<file path="config.mk">
export PLATFORM = sky130hd
export DESIGN_NAME = decoding_stage_pipelined
export DESIGN_NICKNAME = d
export VERILOG_FILES = /design/src/rtl/risc_v_decode_pkg.sv /design/src/rtl/register_file.sv /design/src/rtl/decoding_stage_pipelined.sv
export SDC_FILE = /design/constraint.sdc
export NUM_CORES = 2
export LEC_CHECK = 0
export CORE_MARGIN = 5
export CORE_UTILIZATION = 60
export DETAILED_ROUTE_END_ITERATION = 12
export DONT_BUFFER_PORTS = 1
export GPL_ROUTABILITY_DRIVEN = 1
export GPL_TIMING_DRIVEN = 0
export PLACE_DENSITY = 0.76
export REMOVE_ABC_BUFFERS = 1
export SYNTH_ARGS = -nofsm -noshare
export SYNTH_HDL_FRONTEND = slang
export SYNTH_SLANG_ARGS = --single-unit
</file>
<file path="constraint.sdc">
create_clock -name CLK -period 52.4 [get_ports CLK]
set_input_delay 10.48 -clock CLK [delete_from_list [all_inputs] [get_ports CLK]]
set_output_delay 10.48 -clock CLK [all_outputs]
set_load 0.02 [all_outputs]
</file>
<file path="src/rtl/risc_v_decode_pkg.sv">
// Shared RV32I decode definitions: opcodes, funct fields, ALU/load/store codes,
// immediate formats and the control word carried by the decode pipeline register.
package risc_v_decode_pkg;

   localparam int REG_ADDR_W = 5;

   localparam logic [6:0] OPC_LUI    = 7'b0110111;
   localparam logic [6:0] OPC_AUIPC  = 7'b0010111;
   localparam logic [6:0] OPC_JAL    = 7'b1101111;
   localparam logic [6:0] OPC_JALR   = 7'b1100111;
   localparam logic [6:0] OPC_BRANCH = 7'b1100011;
   localparam logic [6:0] OPC_LOAD   = 7'b0000011;
   localparam logic [6:0] OPC_STORE  = 7'b0100011;
   localparam logic [6:0] OPC_OP_IMM = 7'b0010011;
   localparam logic [6:0] OPC_OP     = 7'b0110011;

   localparam logic [2:0] F3_ADD_SUB = 3'b000;
   localparam logic [2:0] F3_SLL     = 3'b001;
   localparam logic [2:0] F3_SLT     = 3'b010;
   localparam logic [2:0] F3_SLTU    = 3'b011;
   localparam logic [2:0] F3_XOR     = 3'b100;
   localparam logic [2:0] F3_SRL_SRA = 3'b101;
   localparam logic [2:0] F3_OR      = 3'b110;
   localparam logic [2:0] F3_AND     = 3'b111;

   localparam logic [2:0] F3_BEQ  = 3'b000;
   localparam logic [2:0] F3_BNE  = 3'b001;
   localparam logic [2:0] F3_BLT  = 3'b100;
   localparam logic [2:0] F3_BGE  = 3'b101;
   localparam logic [2:0] F3_BLTU = 3'b110;
   localparam logic [2:0] F3_BGEU = 3'b111;

   localparam logic [2:0] F3_LB  = 3'b000;
   localparam logic [2:0] F3_LH  = 3'b001;
   localparam logic [2:0] F3_LW  = 3'b010;
   localparam logic [2:0] F3_LBU = 3'b100;
   localparam logic [2:0] F3_LHU = 3'b101;

   localparam logic [2:0] F3_SB = 3'b000;
   localparam logic [2:0] F3_SH = 3'b001;
   localparam logic [2:0] F3_SW = 3'b010;

   localparam logic [6:0] F7_BASE = 7'b0000000;
   localparam logic [6:0] F7_ALT  = 7'b0100000;

   localparam logic [4:0] ALU_ADD  = 5'd0;
   localparam logic [4:0] ALU_SUB  = 5'd1;
   localparam logic [4:0] ALU_SLL  = 5'd2;
   localparam logic [4:0] ALU_SLT  = 5'd3;
   localparam logic [4:0] ALU_SLTU = 5'd4;
   localparam logic [4:0] ALU_XOR  = 5'd5;
   localparam logic [4:0] ALU_SRL  = 5'd6;
   localparam logic [4:0] ALU_SRA  = 5'd7;
   localparam logic [4:0] ALU_OR   = 5'd8;
   localparam logic [4:0] ALU_AND  = 5'd9;
   localparam logic [4:0] ALU_LUI  = 5'd10;
   localparam logic [4:0] ALU_BEQ  = 5'd11;
   localparam logic [4:0] ALU_BNE  = 5'd12;
   localparam logic [4:0] ALU_BLT  = 5'd13;
   localparam logic [4:0] ALU_BGE  = 5'd14;
   localparam logic [4:0] ALU_BLTU = 5'd15;
   localparam logic [4:0] ALU_BGEU = 5'd16;

   localparam logic [2:0] LD_NONE = 3'd0;
   localparam logic [2:0] LD_LB   = 3'd1;
   localparam logic [2:0] LD_LH   = 3'd2;
   localparam logic [2:0] LD_LW   = 3'd3;
   localparam logic [2:0] LD_LBU  = 3'd4;
   localparam logic [2:0] LD_LHU  = 3'd5;

   localparam logic [1:0] ST_NONE = 2'd0;
   localparam logic [1:0] ST_SB   = 2'd1;
   localparam logic [1:0] ST_SH   = 2'd2;
   localparam logic [1:0] ST_SW   = 2'd3;

   typedef enum logic [2:0] {
      IMM_NONE = 3'd0,
      IMM_I    = 3'd1,
      IMM_S    = 3'd2,
      IMM_B    = 3'd3,
      IMM_U    = 3'd4,
      IMM_J    = 3'd5
   } imm_format_t;

   typedef struct packed {
      logic [4:0] alu_op;
      logic       alu_sel1;
      logic       alu_sel2;
      logic [2:0] load;
      logic [1:0] store;
      logic       wb_sel;
      logic       rd_we;
      logic       illegal;
   } ctrl_t;

   localparam ctrl_t CTRL_ILLEGAL = '{alu_op: ALU_ADD, alu_sel1: 1'b0, alu_sel2: 1'b0,
                                      load: LD_NONE, store: ST_NONE, wb_sel: 1'b0,
                                      rd_we: 1'b0, illegal: 1'b1};

   function automatic logic [31:0] extract_imm(input logic [31:0] instr, input imm_format_t fmt);
      logic [31:0] imm;
      case (fmt)
         IMM_I:   imm = {{20{instr[31]}}, instr[31:20]};
         IMM_S:   imm = {{20{instr[31]}}, instr[31:25], instr[11:7]};
         IMM_B:   imm = {{19{instr[31]}}, instr[31], instr[7], instr[30:25], instr[11:8], 1'b0};
         IMM_U:   imm = {instr[31:12], 12'h000};
         IMM_J:   imm = {{11{instr[31]}}, instr[31], instr[19:12], instr[20], instr[30:21], 1'b0};
         default: imm = 32'h0000_0000;
      endcase
      return imm;
   endfunction

   // shared by OP and OP-IMM; alt selects SUB/SRA
   function automatic logic [4:0] alu_from_funct3(input logic [2:0] f3, input logic alt);
      logic [4:0] op;
      case (f3)
         F3_ADD_SUB: op = alt ? ALU_SUB : ALU_ADD;
         F3_SLL:     op = ALU_SLL;
         F3_SLT:     op = ALU_SLT;
         F3_SLTU:    op = ALU_SLTU;
         F3_XOR:     op = ALU_XOR;
         F3_SRL_SRA: op = alt ? ALU_SRA : ALU_SRL;
         F3_OR:      op = ALU_OR;
         F3_AND:     op = ALU_AND;
         default:    op = ALU_ADD;
      endcase
      return op;
   endfunction

endpackage

</file>
<file path="src/rtl/register_file.sv">
// Architectural register file: two asynchronous read ports, one write port,
// x0 and out-of-range addresses read as zero.
module register_file
   import risc_v_decode_pkg::*;
#(
   parameter int XLEN      = 32,
   parameter int REG_COUNT = 32
) (
   input  logic                  clk,
   input  logic                  rst,
   input  logic                  write_enable,
   input  logic [REG_ADDR_W-1:0] write_address,
   input  logic [XLEN-1:0]       write_data,
   input  logic [REG_ADDR_W-1:0] read_address_1,
   output logic [XLEN-1:0]       read_data_1,
   input  logic [REG_ADDR_W-1:0] read_address_2,
   output logic [XLEN-1:0]       read_data_2
);

   localparam logic [REG_ADDR_W:0] REG_LIMIT = (REG_ADDR_W + 1)'(REG_COUNT);

   logic [XLEN-1:0] regs [REG_COUNT];
   logic            write_ok;
   logic            read_ok_1;
   logic            read_ok_2;

   assign write_ok  = write_enable && (write_address != 5'd0) && ({1'b0, write_address} < REG_LIMIT);
   assign read_ok_1 = (read_address_1 != 5'd0) && ({1'b0, read_address_1} < REG_LIMIT);
   assign read_ok_2 = (read_address_2 != 5'd0) && ({1'b0, read_address_2} < REG_LIMIT);

   assign read_data_1 = read_ok_1 ? regs[read_address_1] : '0;
   assign read_data_2 = read_ok_2 ? regs[read_address_2] : '0;

   // register array with asynchronous clear
   always_ff @(posedge clk or posedge rst) begin
      if (rst) begin
         for (int i = 0; i < REG_COUNT; i++) begin
            regs[i] <= '0;
         end
      end else if (write_ok) begin
         regs[write_address] <= write_data;
      end
   end

endmodule

</file>
<file path="src/rtl/decoding_stage_pipelined.sv">
// RV32I decode stage: combinational decoder and register read feeding a single
// output register, with valid/ready handshakes, write-back bypass and load-use interlock.
module decoding_stage_pipelined
   import risc_v_decode_pkg::*;
#(
   parameter int XLEN      = 32,
   parameter int REG_COUNT = 32,
   parameter int BYPASS_EN = 1
) (
   input  logic            CLK,
   input  logic            RESET,
   input  logic            FLUSH,
   input  logic            IN_VALID,
   output logic            IN_READY,
   input  logic [31:0]     INSTRUCTION,
   input  logic [XLEN-1:0] PC_IN,
   input  logic [4:0]      RD_ADDRESS_IN,
   input  logic [XLEN-1:0] RD_DATA_IN,
   input  logic            RD_WRITE_ENABLE_IN,
   output logic            OUT_VALID,
   input  logic            OUT_READY,
   output logic [XLEN-1:0] PC_OUT,
   output logic [4:0]      RS1_ADDRESS,
   output logic [4:0]      RS2_ADDRESS,
   output logic [4:0]      RD_ADDRESS_OUT,
   output logic [XLEN-1:0] RS1_DATA,
   output logic [XLEN-1:0] RS2_DATA,
   output logic [XLEN-1:0] IMM_OUTPUT,
   output logic [4:0]      ALU_INSTRUCTION,
   output logic            ALU_INPUT_1_SELECT,
   output logic            ALU_INPUT_2_SELECT,
   output logic [2:0]      DATA_CACHE_LOAD,
   output logic [1:0]      DATA_CACHE_STORE,
   output logic            WRITE_BACK_MUX_SELECT,
   output logic            RD_WRITE_ENABLE_OUT,
   output logic            ILLEGAL_INSTRUCTION
);

   localparam logic BYPASS = (BYPASS_EN != 0);

   logic [6:0]        opcode;
   logic [2:0]        funct3;
   logic [6:0]        funct7;
   logic [4:0]        rs1_field;
   logic [4:0]        rs2_field;
   logic [4:0]        rd_field;
   imm_format_t       fmt;
   ctrl_t             raw_ctrl;
   ctrl_t             dec_ctrl;
   ctrl_t             ctrl_r;
   logic              legal;
   logic              uses_rs1;
   logic              uses_rs2;
   logic signed [31:0] imm32;
   logic [XLEN-1:0]   imm_ext;
   logic [XLEN-1:0]   rf_rs1;
   logic [XLEN-1:0]   rf_rs2;
   logic [XLEN-1:0]   rs1_value;
   logic [XLEN-1:0]   rs2_value;
   logic              wb_active;
   logic              hazard;
   logic              advance;
   logic              accept;

   assign opcode    = INSTRUCTION[6:0];
   assign funct3    = INSTRUCTION[14:12];
   assign funct7    = INSTRUCTION[31:25];
   assign rs1_field = INSTRUCTION[19:15];
   assign rs2_field = INSTRUCTION[24:20];
   assign rd_field  = INSTRUCTION[11:7];

   // opcode/funct decode into control word, immediate format and rs usage
   always_comb begin
      raw_ctrl          = '0;
      raw_ctrl.alu_op   = ALU_ADD;
      fmt               = IMM_NONE;
      legal             = 1'b1;
      uses_rs1          = 1'b0;
      uses_rs2          = 1'b0;
      case (opcode)
         OPC_LUI: begin
            fmt = IMM_U;
            raw_ctrl.alu_op = ALU_LUI;
            raw_ctrl.alu_sel2 = 1'b1;
            raw_ctrl.rd_we = 1'b1;
         end
         OPC_AUIPC, OPC_JAL: begin
            fmt = (opcode == OPC_JAL) ? IMM_J : IMM_U;
            raw_ctrl.alu_sel1 = 1'b1;
            raw_ctrl.alu_sel2 = 1'b1;
            raw_ctrl.rd_we = 1'b1;
         end
         OPC_JALR: begin
            fmt = IMM_I;
            uses_rs1 = 1'b1;
            raw_ctrl.alu_sel2 = 1'b1;
            raw_ctrl.rd_we = 1'b1;
            legal = (funct3 == 3'b000);
         end
         OPC_BRANCH: begin
            fmt = IMM_B;
            uses_rs1 = 1'b1;
            uses_rs2 = 1'b1;
            case (funct3)
               F3_BEQ:  raw_ctrl.alu_op = ALU_BEQ;
               F3_BNE:  raw_ctrl.alu_op = ALU_BNE;
               F3_BLT:  raw_ctrl.alu_op = ALU_BLT;
               F3_BGE:  raw_ctrl.alu_op = ALU_BGE;
               F3_BLTU: raw_ctrl.alu_op = ALU_BLTU;
               F3_BGEU: raw_ctrl.alu_op = ALU_BGEU;
               default: legal = 1'b0;
            endcase
         end
         OPC_LOAD: begin
            fmt = IMM_I;
            uses_rs1 = 1'b1;
            raw_ctrl.alu_sel2 = 1'b1;
            raw_ctrl.wb_sel = 1'b1;
            raw_ctrl.rd_we = 1'b1;
            case (funct3)
               F3_LB:   raw_ctrl.load = LD_LB;
               F3_LH:   raw_ctrl.load = LD_LH;
               F3_LW:   raw_ctrl.load = LD_LW;
               F3_LBU:  raw_ctrl.load = LD_LBU;
               F3_LHU:  raw_ctrl.load = LD_LHU;
               default: legal = 1'b0;
            endcase
         end
         OPC_STORE: begin
            fmt = IMM_S;
            uses_rs1 = 1'b1;
            uses_rs2 = 1'b1;
            raw_ctrl.alu_sel2 = 1'b1;
            case (funct3)
               F3_SB:   raw_ctrl.store = ST_SB;
               F3_SH:   raw_ctrl.store = ST_SH;
               F3_SW:   raw_ctrl.store = ST_SW;
               default: legal = 1'b0;
            endcase
         end
         OPC_OP_IMM: begin
            fmt = IMM_I;
            uses_rs1 = 1'b1;
            raw_ctrl.alu_sel2 = 1'b1;
            raw_ctrl.rd_we = 1'b1;
            // only shifts carry a funct7; ADDI with those bits set stays ADDI
            raw_ctrl.alu_op = alu_from_funct3(funct3, (funct3 == F3_SRL_SRA) && (funct7 == F7_ALT));
            if (funct3 == F3_SLL) begin
               legal = (funct7 == F7_BASE);
            end else if (funct3 == F3_SRL_SRA) begin
               legal = (funct7 == F7_BASE) || (funct7 == F7_ALT);
            end else begin
               legal = 1'b1;
            end
         end
         OPC_OP: begin
            uses_rs1 = 1'b1;
            uses_rs2 = 1'b1;
            raw_ctrl.rd_we = 1'b1;
            raw_ctrl.alu_op = alu_from_funct3(funct3, funct7 == F7_ALT);
            legal = (funct7 == F7_BASE) ||
                    ((funct7 == F7_ALT) && ((funct3 == F3_ADD_SUB) || (funct3 == F3_SRL_SRA)));
         end
         default: legal = 1'b0;
      endcase
   end

   assign dec_ctrl = legal ? raw_ctrl : CTRL_ILLEGAL;
   assign imm32    = extract_imm(INSTRUCTION, fmt);
   assign imm_ext  = XLEN'(imm32);

   register_file #(
      .XLEN      (XLEN),
      .REG_COUNT (REG_COUNT)
   ) u_register_file (
      .clk            (CLK),
      .rst            (RESET),
      .write_enable   (RD_WRITE_ENABLE_IN),
      .write_address  (RD_ADDRESS_IN),
      .write_data     (RD_DATA_IN),
      .read_address_1 (rs1_field),
      .read_data_1    (rf_rs1),
      .read_address_2 (rs2_field),
      .read_data_2    (rf_rs2)
   );

   assign wb_active = RD_WRITE_ENABLE_IN && (RD_ADDRESS_IN != 5'd0);
   assign rs1_value = (BYPASS && wb_active && (RD_ADDRESS_IN == rs1_field)) ? RD_DATA_IN : rf_rs1;
   assign rs2_value = (BYPASS && wb_active && (RD_ADDRESS_IN == rs2_field)) ? RD_DATA_IN : rf_rs2;

   // load in the output register whose rd feeds a source of the incoming instruction
   assign hazard = OUT_VALID && (ctrl_r.load != LD_NONE) && (RD_ADDRESS_OUT != 5'd0) &&
                   ((uses_rs1 && (rs1_field == RD_ADDRESS_OUT)) ||
                    (uses_rs2 && (rs2_field == RD_ADDRESS_OUT)));

   assign advance  = !OUT_VALID || OUT_READY;
   assign IN_READY = !RESET && (FLUSH || (advance && !hazard));
   assign accept   = IN_VALID && IN_READY && !FLUSH;

   // output pipeline register: flush, advance (new instruction or bubble), or hold with refresh
   always_ff @(posedge CLK or posedge RESET) begin
      if (RESET) begin
         OUT_VALID      <= 1'b0;
         PC_OUT         <= '0;
         RS1_ADDRESS    <= 5'd0;
         RS2_ADDRESS    <= 5'd0;
         RD_ADDRESS_OUT <= 5'd0;
         RS1_DATA       <= '0;
         RS2_DATA       <= '0;
         IMM_OUTPUT     <= '0;
         ctrl_r         <= '0;
      end else if (FLUSH) begin
         OUT_VALID <= 1'b0;
      end else if (advance) begin
         OUT_VALID <= accept;
         if (accept) begin
            PC_OUT         <= PC_IN;
            RS1_ADDRESS    <= rs1_field;
            RS2_ADDRESS    <= rs2_field;
            RD_ADDRESS_OUT <= rd_field;
            RS1_DATA       <= rs1_value;
            RS2_DATA       <= rs2_value;
            IMM_OUTPUT     <= imm_ext;
            ctrl_r         <= dec_ctrl;
         end
      end else begin
         if (BYPASS && wb_active && (RD_ADDRESS_IN == RS1_ADDRESS)) begin
            RS1_DATA <= RD_DATA_IN;
         end
         if (BYPASS && wb_active && (RD_ADDRESS_IN == RS2_ADDRESS)) begin
            RS2_DATA <= RD_DATA_IN;
         end
      end
   end

   assign ALU_INSTRUCTION       = ctrl_r.alu_op;
   assign ALU_INPUT_1_SELECT    = ctrl_r.alu_sel1;
   assign ALU_INPUT_2_SELECT    = ctrl_r.alu_sel2;
   assign DATA_CACHE_LOAD       = ctrl_r.load;
   assign DATA_CACHE_STORE      = ctrl_r.store;
   assign WRITE_BACK_MUX_SELECT = ctrl_r.wb_sel;
   assign RD_WRITE_ENABLE_OUT   = ctrl_r.rd_we;
   assign ILLEGAL_INSTRUCTION   = ctrl_r.illegal;

endmodule

</file>
Yosys cells after proc, flatten, opt, wreduce, memory -nomap -nowiden
Index checks and enable logic that the tools add are counted.
Widths: inputs -> output; s select.
{"block": "totals", "reg_bits": 1183, "input_bits": 107, "out_inout_bits": 160}
{"block": "classes", "order_cmp": 4, "eq_ne": 29, "n_mux": 49, "n_bitwise": 4, "n_reduce_logical": 50}
{"operator": "$bwmux 1024", "n": 1}
{"operator": "$mux 32", "n": 15}
{"operator": "$bmux 32 s5", "n": 2}
{"operator": "$demux 32 s5", "n": 1}
{"operator": "$pmux 32 s5", "n": 1}
{"operator": "$pmux 5 s8", "n": 2}
{"operator": "$eq 5x5->1", "n": 6}
{"operator": "$pmux 3 s5", "n": 2}
{"operator": "$pmux 5 s6", "n": 1}
{"operator": "$eq 7x6->1 const B", "n": 4}
{"operator": "$eq 7x7->1 const B", "n": 3}
{"operator": "$pmux 5 s4", "n": 1}
{"operator": "$reduce_bool 5->1", "n": 4}
{"operator": "$eq 3x3->1 const B", "n": 6}
{"operator": "$ge 6x6->1 const B", "n": 3}
{"operator": "$mux 1", "n": 18}
{"operator": "$not 5->6", "n": 3}
{"operator": "$logic_and 1x1->1", "n": 17}
{"operator": "$mux 15", "n": 1}
{"operator": "$eq 7x5->1 const B", "n": 2}
{"operator": "$reduce_or 7->1", "n": 2}
{"operator": "$eq 3x2->1 const B", "n": 4}
{"operator": "$reduce_or 3->1", "n": 4}
{"operator": "$reduce_or 6->1", "n": 2}
{"operator": "other kinds (18)", "n": 31}

Logic depth before layout (Yosys ltp)
{"block": "logic_depth", "word_depth": 14, "depth_mapped": 12, "ltp_nobuf": 6}

By module
A second synthesis with hierarchy kept.
{"block": "unflattened", "hier_cells": 4281, "hier_area_um2": 62762.7}
{"module": "register_file", "instances": 1, "cells_per_inst": 3622, "area_per_inst_um2": 54926.4, "seq_area_each_um2": 25624.6}
{"module": "decoding_stage_pipelined", "instances": 1, "cells_per_inst": 659, "area_per_inst_um2": 7836.3, "seq_area_each_um2": 3978.8}

Least setup slack after synthesis
Ideal clock, no wire load.
{"block": "synth_timing", "kind": "input to output", "from": "in INSTRUCTION[2]", "to": "out IN_READY", "t_arrival_ns": 12.102, "t_required_ns": 41.920, "setup_slack_ns": 29.818, "path_stages": 8, "n_path_buf": 3, "cell_sequence": "buf_2 -> and4bb_1 -> buf_4 -> nand3_1 -> or4_4 -> a21oi_2 -> clkbuf_1 -> nor3_1"}
{"block": "synth_between", "elab_chain_len": 10, "elab_cells_between_ends": 18, "classes_between": "eq/ne (6); mux (2); reduce/logical (10)"}
{"item": "start: declaration", "line": "decoding_stage_pipelined.sv:15", "source": "input logic [31:0] INSTRUCTION,"}
{"item": "$eq 7x6->1, or another cell as far along", "line": "decoding_stage_pipelined.sv:80", "source": "case (opcode)"}
{"item": "$reduce_or 6->1 (no source line) / $reduce_or 3->1 (equally long branches)"}
{"item": "$mux 1", "line": "decoding_stage_pipelined.sv:80"}
{"item": "$logic_and 1x1->1, on equally long branches", "line": "decoding_stage_pipelined.sv:193, decoding_stage_pipelined.sv:194"}
{"item": "$logic_or 1x1->1 (*)", "line": "decoding_stage_pipelined.sv:193", "source": "((uses_rs1 && (rs1_field == RD_ADDRESS_OUT)) ||"}
{"item": "$logic_and 1x1->1 (*)", "line": "decoding_stage_pipelined.sv:192", "source": "assign hazard = OUT_VALID && (ctrl_r.load != LD_NONE) && (RD_ADDRESS_OUT != 5'd0) &&"}
{"item": "$logic_not 1->1 (*)", "line": "decoding_stage_pipelined.sv:197", "source": "assign IN_READY = !RESET && (FLUSH || (advance && !hazard));"}
{"item": "$logic_and 1x1->1 (*)", "line": "decoding_stage_pipelined.sv:197"}
{"item": "$logic_or 1x1->1 (*)", "line": "decoding_stage_pipelined.sv:197"}
{"item": "$logic_and 1x1->1 (*)", "line": "decoding_stage_pipelined.sv:197"}
{"item": "end: declaration", "line": "decoding_stage_pipelined.sv:14", "source": "output logic IN_READY,"}
Every way passes the cells marked *; elsewhere a longest branch is shown, timed or not.

Worst setup path in the final report
{"block": "layout_timing", "from": "in INSTRUCTION[20]", "to": "out IN_READY"}
{"block": "layout_between", "elab_chain_len": 8}
{"item": "$eq 5x5->1", "line": "decoding_stage_pipelined.sv:194", "source": "(uses_rs2 && (rs2_field == RD_ADDRESS_OUT)));"}
{"item": "$logic_and 1x1->1", "line": "decoding_stage_pipelined.sv:194"}
{"item": "$logic_or 1x1->1", "line": "decoding_stage_pipelined.sv:193"}
{"item": "$logic_and 1x1->1", "line": "decoding_stage_pipelined.sv:192"}
{"item": "$logic_not 1->1", "line": "decoding_stage_pipelined.sv:197"}
{"item": "$logic_and 1x1->1", "line": "decoding_stage_pipelined.sv:197"}
{"item": "$logic_or 1x1->1", "line": "decoding_stage_pipelined.sv:197"}
{"item": "$logic_and 1x1->1", "line": "decoding_stage_pipelined.sv:197"}
No other way between the ends.

==> results.json <==
{
  "drt_iter0_drc": 4614,
  "clkTransAtPathRegs_ps": 60,
  "grt_max_degree": 520,
  "htreeDepth": 3,
  "grt_pass1_wl_mm": 275,
  "dr.pass1.iters": 5,
  "clk_latency_ps": 740,
  "outcome": "complete, but fails checks",
  "synth-seq-cells": 1183,
  "violations": "capacitance limit, slew limit",
  "antenna_cells": 0,
  "die_h_um": 333,
  "post-cts-setup-buffers": 0,
  "cp.arrival_ps": 14880,
  "core-area_um2": 103000,
  "power_leakage_nw": 30.5,
  "cts_buffer_depth": 3,
  "holdWs_ps": 397,
  "tightest_slew_ps": 3040,
  "cts_resized": 0,
  "postCtsHoldBufs": 0,
  "path_max_fanout": 519,
  "via_count": 42300,
  "critPathRequiredTime_ps": 41920,
  "io_buffers": 0,
  "ys_warn_count": 0,
  "initial_core_util": 0.604,
  "drive_above_1_share": 0.354,
  "cts_root_buf": "clkbuf_16",
  "numCtsBuffers": 121,
  "endpoint_kind": "output pin",
  "hpwl_mm": 105,
  "setup_violations": 0,
  "critPathKind": "primary input to output pin",
  "ant_nets": 0,
  "cap_violations": 1,
  "slew-limit-headroom": -1.03,
  "grt_pass1_vias": 43100,
  "core.rowCount": 118,
  "min_period_over_period": 0.484,
  "wl_per_cell_um": 31.0,
  "finalCoreUtilization": 0.660,
  "grt_overflow": 0,
  "finalPower_mw": 2.61,
  "synth.distinct_cells": 69,
  "drc_errors": 0,
  "synth_cells": 4787,
  "syn_to_final_growth_pct": 9.19,
  "die-width_um": 333,
  "rsz0062_at_grt": "false",
  "hp-class": "register to register",
  "dieArea_um2": 111000,
  "startpoint_type": "primary input",
  "ys_seq_area_frac": 0.473,
  "skew_ps": 30.2,
  "dominantRegCellSynth": "dfrtp_1",
  "num_io_pins": 267,
  "syn_area_um2": 62500,
  "hold_violations": 0,
  "synth.avg_cell_area_um2": 13.1,
  "vias_per_cell": 7.12,
  "final_nets": 4572,
  "synth_edf_count": 0,
  "gp_congestion": 0.835,
  "antenna_found_initial": 0,
  "power_density_nw_per_um2": 38.2,
  "slew_violations": 500,
  "ir_drop_mv": 0.0287,
  "grt_use_total": 0.323,
  "routed_wl_mm": 184,
  "layout_min_cycle_time_ps": 25360,
  "async_reset_ff_frac": 1.00,
  "cts.sink_count": 1183,
  "cts_tree": "done",
  "fmax_mhz": 39.4
}
==> flip-flops by register name, indices dropped and copies added, names as in the netlist, 3 cells and up <==
register / cells
ALU_INSTRUCTION: 5
DATA_CACHE_LOAD: 3
IMM_OUTPUT: 32
PC_OUT: 32
RD_ADDRESS_OUT: 5
RS1_ADDRESS: 5
RS1_DATA: 32
RS2_ADDRESS: 5
RS2_DATA: 32
u_register_file.regs: 1024
==> per-stage QoR <==
step / setup slack [ps] / std cells / instance area [µm²] / setup TNS, ps
finish: 27040 / 5941 / 68300 / 0
global route: 28280 / 5941 / 68300 / 0
CTS: 28820 / 5940 / 68300 / 0
detailed placement: 28820 / 5721 / 64100 / 0
global placement: -3760 / 5644 / 62100 / -4191580
floorplan: 8600 / 4264 / 60300 / 0
==> where the power goes <==
group | leakage (nW) | internal (mW) | total [mW] | switching, mW
combinational | 13.3 | 0.278 | 0.453 | 0.175
clock | 2.06 | 0.536 | 0.910 | 0.374
sequential | 15.1 | 1.09 | 1.25 | 0.162
total | 30.5 | 1.90 | 2.61 | 0.710
==> placed cells by master, fill, tap and decap left out, types with 12 or more instances in the layout <==
master / synthesis / layout
xnor2_1: 19 / 19
bufinv_16: 0 / 13
dfrtp_1: 1183 / 1183
nor2_4: 0 / 17
a22oi_1: 332 / 332
inv_1: 15 / 14
a32oi_1: 19 / 19
clkinv_2: 0 / 18
nand2_1: 91 / 74
clkbuf_8: 0 / 28
mux4_2: 210 / 210
nor2_1: 32 / 16
a22o_1: 21 / 21
nand4_1: 24 / 24
nand3_1: 96 / 96
o31ai_1: 32 / 32
o211ai_1: 20 / 20
mux2_1: 34 / 34
xor2_1: 12 / 12
buf_12: 0 / 42
nand2b_1: 26 / 24
a21oi_1: 129 / 126
mux2i_1: 654 / 654
o21ai_0: 62 / 61
o22ai_1: 28 / 28
mux2_2: 1050 / 1050
a31oi_1: 47 / 47
nor4_1: 22 / 22
clkbuf_16: 0 / 124
clkbuf_1: 292 / 25
buf_16: 0 / 26
==> path summary, 6_finish.rpt <==
path | end | slack [ps] | startpoint | cells past startpoint
setup / recovery | IN_READY | 27040 | INSTRUCTION[20] | 5
hold / removal | u_register_file.regs[1012] | 400 | u_register_file.regs[1012] | 0
max in group asynchronous | u_register_file.regs[988] | 40500 | RESET | 4
setup reg to reg | PC_OUT[12] | 48470 | RD_ADDRESS_OUT[1] | 7
min in group asynchronous | IMM_OUTPUT[16] | 9650 | RESET | 1
hold reg to reg | u_register_file.regs[1012] | 400 | u_register_file.regs[1012] | 0
==> cells in the mapped netlist, types with 3 or more instances <==
cell,n,area share
and2_1,4,0.00040
a22oi_1,332,0.040
nand3b_1,4,0.00048
or3_1,5,0.00050
xor2_1,12,0.0017
o21a_1,3,0.00036
dfrtp_1,1183,0.47
buf_4,17,0.0020
mux2i_1,654,0.10
mux4_2,210,0.076
o22ai_1,28,0.0028
clkbuf_1,292,0.018
nor4_1,22,0.0022
mux2_4,9,0.0022
buf_6,4,0.00072
buf_2,115,0.0092
a32oi_1,19,0.0027
a32o_1,7,0.0011
o21ai_0,62,0.0050
nand3_1,96,0.0077
nand2b_1,26,0.0026
inv_1,15,0.00090
mux2_2,1050,0.19
a31oi_1,47,0.0047
a21oi_1,129,0.010
nand4_1,24,0.0024
and3b_1,3,0.00042
nor3b_1,4,0.00048
nor3_1,11,0.00088
or2_2,6,0.00060
xnor2_1,19,0.0027
nor2b_1,11,0.0011
nor2_1,32,0.0019
clkbuf_4,3,0.00036
o211ai_1,20,0.0024
a211oi_1,4,0.00048
buf_1,92,0.0055
mux2_1,34,0.0061
a22o_1,21,0.0029
nand2_1,91,0.0055
o31ai_1,32,0.0038
==> per-layer routing <==
layer / global-route usage / part of all wire / vias up
met5: 0 / 0 / -
met1: 0.416 / 0.38 / 22100
met2: 0.524 / 0.47 / 2160
met4: 0.163 / 0.057 / 0
met3: 0.0679 / 0.088 / 579
li1: - / - / 17500
==> cell families (layout without fill, tap and decap cells) <==
group | Yosys count | count (layout) | synth area share
mux | 1957 | 1957 | 0.378
buf+inv | 538 | 312 | 0.0363
simple gates | 354 | 354 | 0.0291
compound gates | 724 | 724 | 0.0793
xor+xnor | 31 | 31 | 0.00434
flops | 1183 | 1183 | 0.473
==> area by class of cell <==
type / instances / area [µm²]
fill: 7365 / 35200
multi-input combinational: 3066 / 31000
sequential: 1183 / 29600
clock buffer: 177 / 3580
tap: 1380 / 1730
timing repair buffer: 78 / 1710
clock inverter: 42 / 602
inverter: 15 / 63.8
==> worst max-delay path, cell delays in order <==
cell	delay [ps]
xnor2_1	990
nand3_1	150
or4_4	480
a21oi_2	1000
nor3_1	360
Note: power is estimated with default switching activity, not from simulation.
